`src/rtl/mem_ctrl_pkg.sv`:
```
// Shared encodings for the memory controller, the MEM stage and the fetch unit.
package mem_ctrl_pkg;

    typedef enum logic [2:0] {
        ST_IDLE   = 3'd0,
        ST_IF_RD  = 3'd1,
        ST_MEM_RD = 3'd2,
        ST_MEM_WR = 3'd3,
        ST_DONE   = 3'd4
    } state_t;

    localparam logic [1:0] BUSY_IDLE = 2'b00;
    localparam logic [1:0] BUSY_IF   = 2'b01;
    localparam logic [1:0] BUSY_RD   = 2'b10;
    localparam logic [1:0] BUSY_WR   = 2'b11;

    localparam logic [2:0] RLEN_1 = 3'b001;
    localparam logic [2:0] RLEN_2 = 3'b010;
    localparam logic [2:0] RLEN_4 = 3'b100;
    localparam logic [2:0] WLEN_1 = 3'b000;
    localparam logic [2:0] WLEN_2 = 3'b001;
    localparam logic [2:0] WLEN_4 = 3'b011;

    localparam logic [2:0] IF_BYTES = 3'd4;

    // Byte count of a load; codes outside the table fall back to a word.
    function automatic logic [2:0] read_bytes(input logic [2:0] len);
        case (len)
            RLEN_1:  return 3'd1;
            RLEN_2:  return 3'd2;
            RLEN_4:  return 3'd4;
            default: return 3'd4;
        endcase
    endfunction

    // Byte count of a store; codes outside the table fall back to a word.
    function automatic logic [2:0] write_bytes(input logic [2:0] len);
        case (len)
            WLEN_1:  return 3'd1;
            WLEN_2:  return 3'd2;
            WLEN_4:  return 3'd4;
            default: return 3'd4;
        endcase
    endfunction

endpackage

```
`src/rtl/mem_ctrl.sv`:
```
// mem_ctrl: serialises instruction fetches and MEM-stage loads/stores onto a
// byte-wide synchronous RAM, one byte per cycle, little-endian.
//
//   state     | meaning
//   ----------+-------------------------------------------------------------
//   ST_IDLE   | waiting; MEM write > MEM read > IF fetch at each edge
//   ST_IF_RD  | fetching 4 bytes; a MEM request or dropped if_req aborts it
//   ST_MEM_RD | load of 1/2/4 bytes; not interruptible by requests
//   ST_MEM_WR | store of 1/2/4 bytes; not interruptible by requests
//   ST_DONE   | one-cycle done pulse with the assembled data
module mem_ctrl
    import mem_ctrl_pkg::*;
(
    input  logic        clk_in,
    input  logic        rst_in,
    input  logic        if_req_in,
    input  logic [31:0] if_addr_in,
    output logic        if_done_out,
    output logic [31:0] if_inst_out,
    input  logic        mem_read_req_in,
    input  logic        mem_write_req_in,
    input  logic [31:0] mem_addr_in,
    input  logic [31:0] mem_val_in,
    input  logic [2:0]  mem_len_in,
    output logic        mem_done_out,
    output logic [31:0] mem_val_read_out,
    output logic [1:0]  busy_out,
    output logic [31:0] ram_addr_out,
    output logic        ram_wr_out,
    output logic [7:0]  ram_data_out,
    input  logic [7:0]  ram_data_in
);

    state_t      state;
    state_t      state_nxt;
    logic [2:0]  cnt;
    logic [2:0]  nbytes;
    logic [31:0] base_addr;
    logic [31:0] wr_val;
    logic [31:0] rd_data;
    logic [1:0]  op;
    logic        accept_if;
    logic        accept_rd;
    logic        accept_wr;
    logic [31:0] byte_addr;
    logic [7:0]  wr_byte;

    assign byte_addr = base_addr + {29'd0, cnt};
    assign wr_byte   = wr_val[{cnt[1:0], 3'b000} +: 8];

    // State register.
    always_ff @(posedge clk_in or negedge rst_in) begin
        if (!rst_in) begin
            state <= ST_IDLE;
        end else begin
            state <= state_nxt;
        end
    end

    // Next state, request arbitration and all outputs (zero unless addressing
    // a byte or in the done cycle, so reset clears them immediately).
    always_comb begin
        state_nxt        = state;
        accept_if        = 1'b0;
        accept_rd        = 1'b0;
        accept_wr        = 1'b0;
        busy_out         = BUSY_IDLE;
        ram_addr_out     = '0;
        ram_wr_out       = 1'b0;
        ram_data_out     = '0;
        if_done_out      = 1'b0;
        if_inst_out      = '0;
        mem_done_out     = 1'b0;
        mem_val_read_out = '0;
        case (state)
            ST_IDLE: begin
                if (mem_write_req_in) begin
                    accept_wr = 1'b1;
                    state_nxt = ST_MEM_WR;
                end else if (mem_read_req_in) begin
                    accept_rd = 1'b1;
                    state_nxt = ST_MEM_RD;
                end else if (if_req_in) begin
                    accept_if = 1'b1;
                    state_nxt = ST_IF_RD;
                end
            end
            ST_IF_RD: begin
                busy_out = BUSY_IF;
                if (cnt < nbytes) begin
                    ram_addr_out = byte_addr;
                end
                // A MEM request takes the RAM over directly; the partial
                // fetch is simply dropped.
                if (mem_write_req_in) begin
                    accept_wr = 1'b1;
                    state_nxt = ST_MEM_WR;
                end else if (mem_read_req_in) begin
                    accept_rd = 1'b1;
                    state_nxt = ST_MEM_RD;
                end else if (!if_req_in) begin
                    state_nxt = ST_IDLE;
                end else if (cnt == nbytes) begin
                    state_nxt = ST_DONE;
                end
            end
            ST_MEM_RD: begin
                busy_out = BUSY_RD;
                if (cnt < nbytes) begin
                    ram_addr_out = byte_addr;
                end
                if (cnt == nbytes) begin
                    state_nxt = ST_DONE;
                end
            end
            ST_MEM_WR: begin
                busy_out     = BUSY_WR;
                ram_addr_out = byte_addr;
                ram_wr_out   = 1'b1;
                ram_data_out = wr_byte;
                if (cnt == nbytes - 3'd1) begin
                    state_nxt = ST_DONE;
                end
            end
            ST_DONE: begin
                state_nxt = ST_IDLE;
                if (op == BUSY_IF) begin
                    if_done_out = 1'b1;
                    if_inst_out = rd_data;
                end else begin
                    mem_done_out     = 1'b1;
                    mem_val_read_out = rd_data;
                end
            end
            default: begin
                state_nxt = ST_IDLE;
            end
        endcase
    end

    // Access latches, byte counter and read assembly. Reads run the counter
    // one past the last byte because RAM data lags its address by a cycle.
    always_ff @(posedge clk_in or negedge rst_in) begin
        if (!rst_in) begin
            cnt       <= '0;
            nbytes    <= '0;
            base_addr <= '0;
            wr_val    <= '0;
            rd_data   <= '0;
            op        <= BUSY_IDLE;
        end else if (accept_if || accept_rd || accept_wr) begin
            cnt       <= '0;
            rd_data   <= '0;
            base_addr <= accept_if ? if_addr_in : mem_addr_in;
            wr_val    <= accept_wr ? mem_val_in : '0;
            if (accept_if) begin
                nbytes <= IF_BYTES;
                op     <= BUSY_IF;
            end else if (accept_wr) begin
                nbytes <= write_bytes(mem_len_in);
                op     <= BUSY_WR;
            end else begin
                nbytes <= read_bytes(mem_len_in);
                op     <= BUSY_RD;
            end
        end else begin
            case (state)
                ST_IF_RD, ST_MEM_RD: begin
                    cnt <= cnt + 3'd1;
                    if (cnt != 3'd0) begin
                        rd_data[{2'(cnt - 3'd1), 3'b000} +: 8] <= ram_data_in;
                    end
                end
                ST_MEM_WR: begin
                    cnt <= cnt + 3'd1;
                end
                default: begin
                end
            endcase
        end
    end

endmodule

```
`config.mk`:
```
export PLATFORM = sky130hd
export DESIGN_NAME = mem_ctrl
export DESIGN_NICKNAME = d
export VERILOG_FILES = /design/src/rtl/mem_ctrl_pkg.sv /design/src/rtl/mem_ctrl.sv
export SDC_FILE = /design/constraint.sdc
export NUM_CORES = 1
export LEC_CHECK = 0
export ABC_AREA = 1
export CAP_MARGIN = 40
export CORE_MARGIN = 3
export CORE_UTILIZATION = 47
export CTS_CLUSTER_DIAMETER = 100
export DETAILED_ROUTE_END_ITERATION = 12
export MAX_ROUTING_LAYER = met4
export PLACE_DENSITY = 0.9
export SLEW_MARGIN = 20
export SYNTH_ARGS = -nofsm -noshare
export SYNTH_HDL_FRONTEND = slang
export SYNTH_SLANG_ARGS = --single-unit
export TNS_END_PERCENT = 50
```
`constraint.sdc`:
```
create_clock -name clk_in -period 3.23 [get_ports clk_in]
set_input_delay 0.646 -clock clk_in [delete_from_list [all_inputs] [get_ports clk_in]]
set_output_delay 0.646 -clock clk_in [all_outputs]
set_load 0.02 [all_outputs]
```
==> results.json, run 1 <==
{
  "track_usage": 0.280,
  "r2r.worst_path.cells": 8,
  "postCtsSetupRepairBufs": 0,
  "final_core_utilization": 0.698,
  "criticalPathCategory": "flop to output port",
  "routedWlPerCell_um": 15.1,
  "antenna_found_initial": 0,
  "period_share": 0.962,
  "via_per_inst": 5.11,
  "ant_nets": 0,
  "area_delta_synth_final_pct": 41.5,
  "synth_top_area_frac": 0.401,
  "htreeDepth": 3,
  "synth_common_cells": "nand2_1, nor2_1, inv_1",
  "critPathLaunch": "cnt[1]",
  "remaining_drc_errors": 0,
  "netlist_area_sq_um": 6680,
  "grt_max_degree": 68,
  "fmax_mhz": 322,
  "clockBufferDepth": 2,
  "outcome": "finished, final reports clean",
  "vias": 7214,
  "power.total_mw": 8.13,
  "ys_types": 30,
  "synthArstFlopShare": 1.00,
  "ys.flop_type": "dfrtp_1",
  "cts_root_buf": "clkbuf_16",
  "worst_slew_pin_slew_ps": 672,
  "place_area_sq_um": 9140,
  "die_w_um": 125,
  "port_buffers": 220,
  "startpoint_type": "flop",
  "final_area_sq_um": 9460,
  "placed_cells": 1397,
  "yosysWarnings": 0,
  "finalMaxSlewViolations": 0,
  "cp_max_fo": 16,
  "synth-edff-count": 0,
  "yosysMostFrequentCell": "nand2_1",
  "yosys.area.top_type": "dfrtp_1",
  "tns_ps": 0,
  "place.gp.congestion": 0.951,
  "hpwl_mm": 16.3,
  "wl_mm": 21.3,
  "core_sq_um": 13600,
  "grt_pass1_vias": 6876,
  "timing.rr.start": "cnt[0]",
  "hold_class": "input port to asynchronous set/reset pin",
  "max_stage_delay_ps": 380,
  "stdcell_count": 1413,
  "nNetsFinal": 1358,
  "die_area_sq_um": 15700,
  "numCtsBuffers": 9,
  "initial_utilization": 0.493,
  "cap_violations": 0,
  "hold_viol_final": 0,
  "firstDrtPassIters": 5,
  "yosysSeqAreaShare": 0.401,
  "synthTopCellsByArea": "dfrtp_1, nand2_1, nor2_1, inv_1, o21ai_0",
  "grt_pass1_wl_mm": 34.6,
  "globalRouteOverflowTotal": 0,
  "period_minus_slack_ps": 3110,
  "powerDensity_nw_per_um2": 860,
  "io_pins": 221,
  "worstPathRequired_ps": 2580,
  "layout-drive-gt1-share": 0.0606,
  "clock_sinks": 107,
  "syn_inst": 1012,
  "rsz0062_at_grt": "true",
  "fin_skew_ps": 11.9,
  "synth_nets": 1138,
  "die_y_um": 125,
  "relSlewSlack": 0.548,
  "vdd_ir_drop_max_uv": 454,
  "cp_slowest_cell": "dfrtp_1",
  "worstPathArrival_ps": 2460,
  "crit_chain": "buf_4 -> ha_1 -> nand2_1 -> nor2_1 -> nor2_2 -> nor2_4 -> buf_4 -> nand2_1 -> nor3_1 -> nor2_1 -> dlygate4sd2_1",
  "worst_setup_path_end_kind": "output port",
  "clkTransAtPathRegs_ps": 80,
  "postSynthAreaPerCell_sq_um": 6.60,
  "hold_buffers": 0,
  "drt-initial-drc-count": 602,
  "final.fill_count": 1166,
  "setup_viol": 0,
  "diodes": 0,
  "clk_latency_ps": 360,
  "rows": 42,
  "synth-seq-cells": 107,
  "cts_tree": "built",
  "p_leak_nw": 4.50
}
-- timing repair --
item	CTS	global route
resized for setup	39	23
cloned	0	0
endpoints found under the setup margin	32	64
pin swaps	0	1
-- path summary, 6_finish.rpt --
check | end | slack (ps)
setup / recovery | ram_addr_out[31] | 120
hold / removal | base_addr[11] | 250
setup reg to reg | rd_data[1] | 860
hold reg to reg | wr_val[4] | 470
max in group asynchronous | wr_val[11] | 2230
min in group clk_in | wr_val[4] | 470
-- cells in the final DEF, fill, tap and decap left out, types with 25 or more instances in the layout --
| cell | instances |
|---|---|
| inv_1 | 110 |
| nor2_1 | 219 |
| a31oi_1 | 33 |
| clkdlybuf4s50_1 | 183 |
| a21oi_1 | 32 |
| nand3_1 | 39 |
| dfrtp_1 | 107 |
| nand2_1 | 299 |
| o21ai_0 | 53 |
| dlygate4sd2_1 | 25 |
-- report_power, final --
group | switching [mW] | internal [mW] | leakage [nW] | total (mW)
logic | 3.15 | 1.63 | 3.00 | 4.79
clock network | 0.577 | 0.561 | 0.149 | 1.14
registers | 0.410 | 1.80 | 1.35 | 2.21
-- final cells by class --
cell class	instances	area, sq um	share of cell area
multi-input combinational	750	3410	0.361
sequential	107	2680	0.283
timing repair buffer	246	2390	0.253
inverter	118	443	0.0468
clock buffer	9	225	0.0238
tap	176	220	0.0233
clock inverter	7	87.6	0.00926
-- sequential cells by signal, summed over array words and instances, names as in the netlist --
register / count
wr_val: 32
rd_data: 32
nbytes: 3
op: 2
cnt: 3
base_addr: 32
state: 3
-- logic make-up (layout without fill, tap and decap cells) --
| group | after synthesis | after routing | share of synthesized area |
|---|---|---|---|
| xor gates and xnor gates | 13 | 13 | 0.0170 |
| and+or+nand+nor | 598 | 598 | 0.357 |
| DFF | 107 | 107 | 0.401 |
| adders and majority gates | 14 | 14 | 0.0273 |
| AOI/OAI and AO/OA | 125 | 125 | 0.101 |
| buffers and inverters | 155 | 380 | 0.0966 |
-- metrics by stage --
stage	setup WS (ps)	hold slack (ps)
final	123	254
after CTS	0.0751	274
after global placement	-23.9	449
after global routing	-14.2	294
after detailed placement	-113	453
after floorplan	112	350
-- routing by layer --
| metal | wire length [um] | global-route usage | up-vias |
|---|---|---|---|
| met4 | 588 | 0.0855 | 0 |
| li1 | - | - | 3597 |
| met3 | 1530 | 0.0520 | 45 |
| met5 | 0 | - | - |
| met2 | 10100 | 0.451 | 298 |
| met1 | 9090 | 0.362 | 3274 |
-- worst max-delay path: cells and delay by family, from the launching register on --
family	cells	cell delay, ps
buffers and inverters	3	690
and+or+nand+nor	7	730
DFF	1	380
adders and majority gates	1	300
Power figures use the tool's default switching activity.
==> run 2: changes to the inputs <==
--- a/config.mk
+++ b/config.mk
@@ -10,7 +10,9 @@
 export CORE_MARGIN = 3
 export CORE_UTILIZATION = 47
 export CTS_CLUSTER_DIAMETER = 100
+export CTS_CLUSTER_SIZE = 10
 export DETAILED_ROUTE_END_ITERATION = 12
+export GPL_TIMING_DRIVEN = 0
 export MAX_ROUTING_LAYER = met4
 export PLACE_DENSITY = 0.9
 export SLEW_MARGIN = 20
==> run 2 against run 1 <==
Compared with the run above:
- utilization up 0.64 points
- die area stayed put
- sequential share of layout area is 0.23 points lower
- clock-buffer cell count increased by 1
- cell count rose by 1.7%
- total power increased by 2.9%
- routed wire length up 3.8%
- highest routed layer unchanged
==> results.json, run 2 (synthesis results as in run 1) <==
{
  "outcome": "finished, final reports clean",
  "p_leak_nw": 4.58,
  "rsz0062_at_grt": "true",
  "relSlewSlack": 0.498,
  "final_common_cell": "nand2_1",
  "vdd_ir_drop_max_uv": 615,
  "largest_registers": "base_addr: 32 flops, rd_data: 32 flops, wr_val: 32 flops",
  "period_share": 0.982,
  "tns_ps": 0,
  "antenna_found_initial": 0,
  "remaining_drc_errors": 0,
  "cp_max_fo": 12,
  "timing.rr.start": "cnt[0]",
  "multi_input_area_sq_um": 3450,
  "powerDensity_nw_per_um2": 877,
  "fin_skew_ps": 8.29,
  "worst_slew_pin_slew_ps": 747,
  "criticalPathCategory": "flop to output port",
  "worstPathArrival_ps": 2530,
  "core_sq_um": 13600,
  "io_pins": 221,
  "max_stage_delay_ps": 420,
  "port_buffers": 220,
  "seq_area_sq_um": 2680,
  "grt_max_degree": 71,
  "clock_sinks": 107,
  "place.gp.congestion": 0.949,
  "grt_pass1_vias": 7220,
  "final.fill_count": 1131,
  "via_per_inst": 5.22,
  "placed_cells": 1409,
  "cp_slowest_cell": "dfrtp_2",
  "clkTransAtPathRegs_ps": 80,
  "layout-drive-gt1-share": 0.0984,
  "finalMaxSlewViolations": 0,
  "die_y_um": 125,
  "fmax_mhz": 315,
  "r2r_slack_ps": 840,
  "period_minus_slack_ps": 3170,
  "whs_ps": 186,
  "ant_nets": 0,
  "pre_cts_ws_ps": -960,
  "critical_path.top_delay_family": "buffers and inverters",
  "setup_viol": 0,
  "hold_class": "input port to asynchronous set/reset pin",
  "grt_pass1_wl_mm": 35.6,
  "track_usage": 0.287,
  "hpwl_mm": 17.0,
  "die_w_um": 125,
  "stdcell_count": 1437,
  "htreeDepth": 3,
  "startpoint_type": "flop",
  "firstDrtPassIters": 6,
  "area_delta_synth_final_pct": 42.8,
  "r2r-end": "rd_data[5]",
  "worst_setup_path_end_kind": "output port",
  "wl_mm": 22.1,
  "crit_chain": "buf_4 -> inv_1 -> buf_6 -> buf_6 -> ha_1 -> o211ai_1 -> nand2_2 -> buf_4 -> nand2_1 -> nor2_1 -> clkdlybuf4s15_1",
  "r2r.worst_path.cells": 9,
  "cts_root_buf": "clkbuf_16",
  "worstPathRequired_ps": 2580,
  "cts_tree": "built",
  "nNetsFinal": 1381,
  "numCtsBuffers": 9,
  "routedWlPerCell_um": 15.4,
  "drt-initial-drc-count": 620,
  "die_area_sq_um": 15700,
  "cap_violations": 0,
  "critPathLaunch": "cnt[0]",
  "critical_path_buf_inv_count": 6,
  "initial_utilization": 0.493,
  "layout_common_cells": "nand2_1, nor2_1, clkdlybuf4s50_1",
  "clockBufferDepth": 2,
  "hold_viol_final": 0,
  "rows": 42,
  "globalRouteOverflowTotal": 0,
  "timing.final.ws_setup_ps": 58.3,
  "clk_latency_ps": 360,
  "vias": 7505
}
## run 2: cell type report
type | instances | area share
antenna | 1 | 0.000262
buffer | 37 | 0.0256
clock buffer | 10 | 0.0240
clock inverter | 6 | 0.00682
inverter | 118 | 0.0480
multi-input combinational | 750 | 0.361
sequential | 107 | 0.281
tap | 176 | 0.0231
timing repair buffer | 232 | 0.230
## run 2: through the flow
stage | utilization | total power, mW | instance area, sq um
2_1_floorplan | - | 5.27 | 6680
5_1_grt | 0.704 | 9.00 | 9540
3_5_place_dp | 0.674 | 7.22 | 9140
4_1_cts | 0.702 | 8.28 | 9510
6_report | 0.704 | 8.37 | 9540
3_3_place_gp | 0.672 | 7.10 | 9110
## run 2: timing repair
action                     in CTS  in global routing
cloned                          0                  0
buffers inserted                4                  7
setup endpoints to repair      70                 89
gates resized for setup        74                 84
hold buffers                    0                  0
pin swaps                       2                  6
## run 2: power by group
group          total [mW]  switching [mW]  internal [mW]
sequential           2.23           0.429           1.80
clock                1.11           0.557          0.549
combinational        5.03            3.28           1.76
## run 2: how the worst max path moves through the flow
stage	to	slack, ps	depth (start not counted)
finish	ram_addr_out[27]	60	11
global route	ram_addr_out[27]	-70	11
CTS	ram_addr_out[15]	0.7	11
detailed placement	ram_addr_out[22]	-960	11
global placement	wr_val[18]	-2560	1
floorplan	ram_addr_out[22]	110	10
## run 2: routing by layer
layer / up-vias / share of wire / GRT usage
met5: - / 0 / -
met4: 0 / 0.033 / 0.106
met3: 58 / 0.080 / 0.0473
met2: 347 / 0.47 / 0.447
met1: 3444 / 0.42 / 0.381
li1: 3656 / - / -
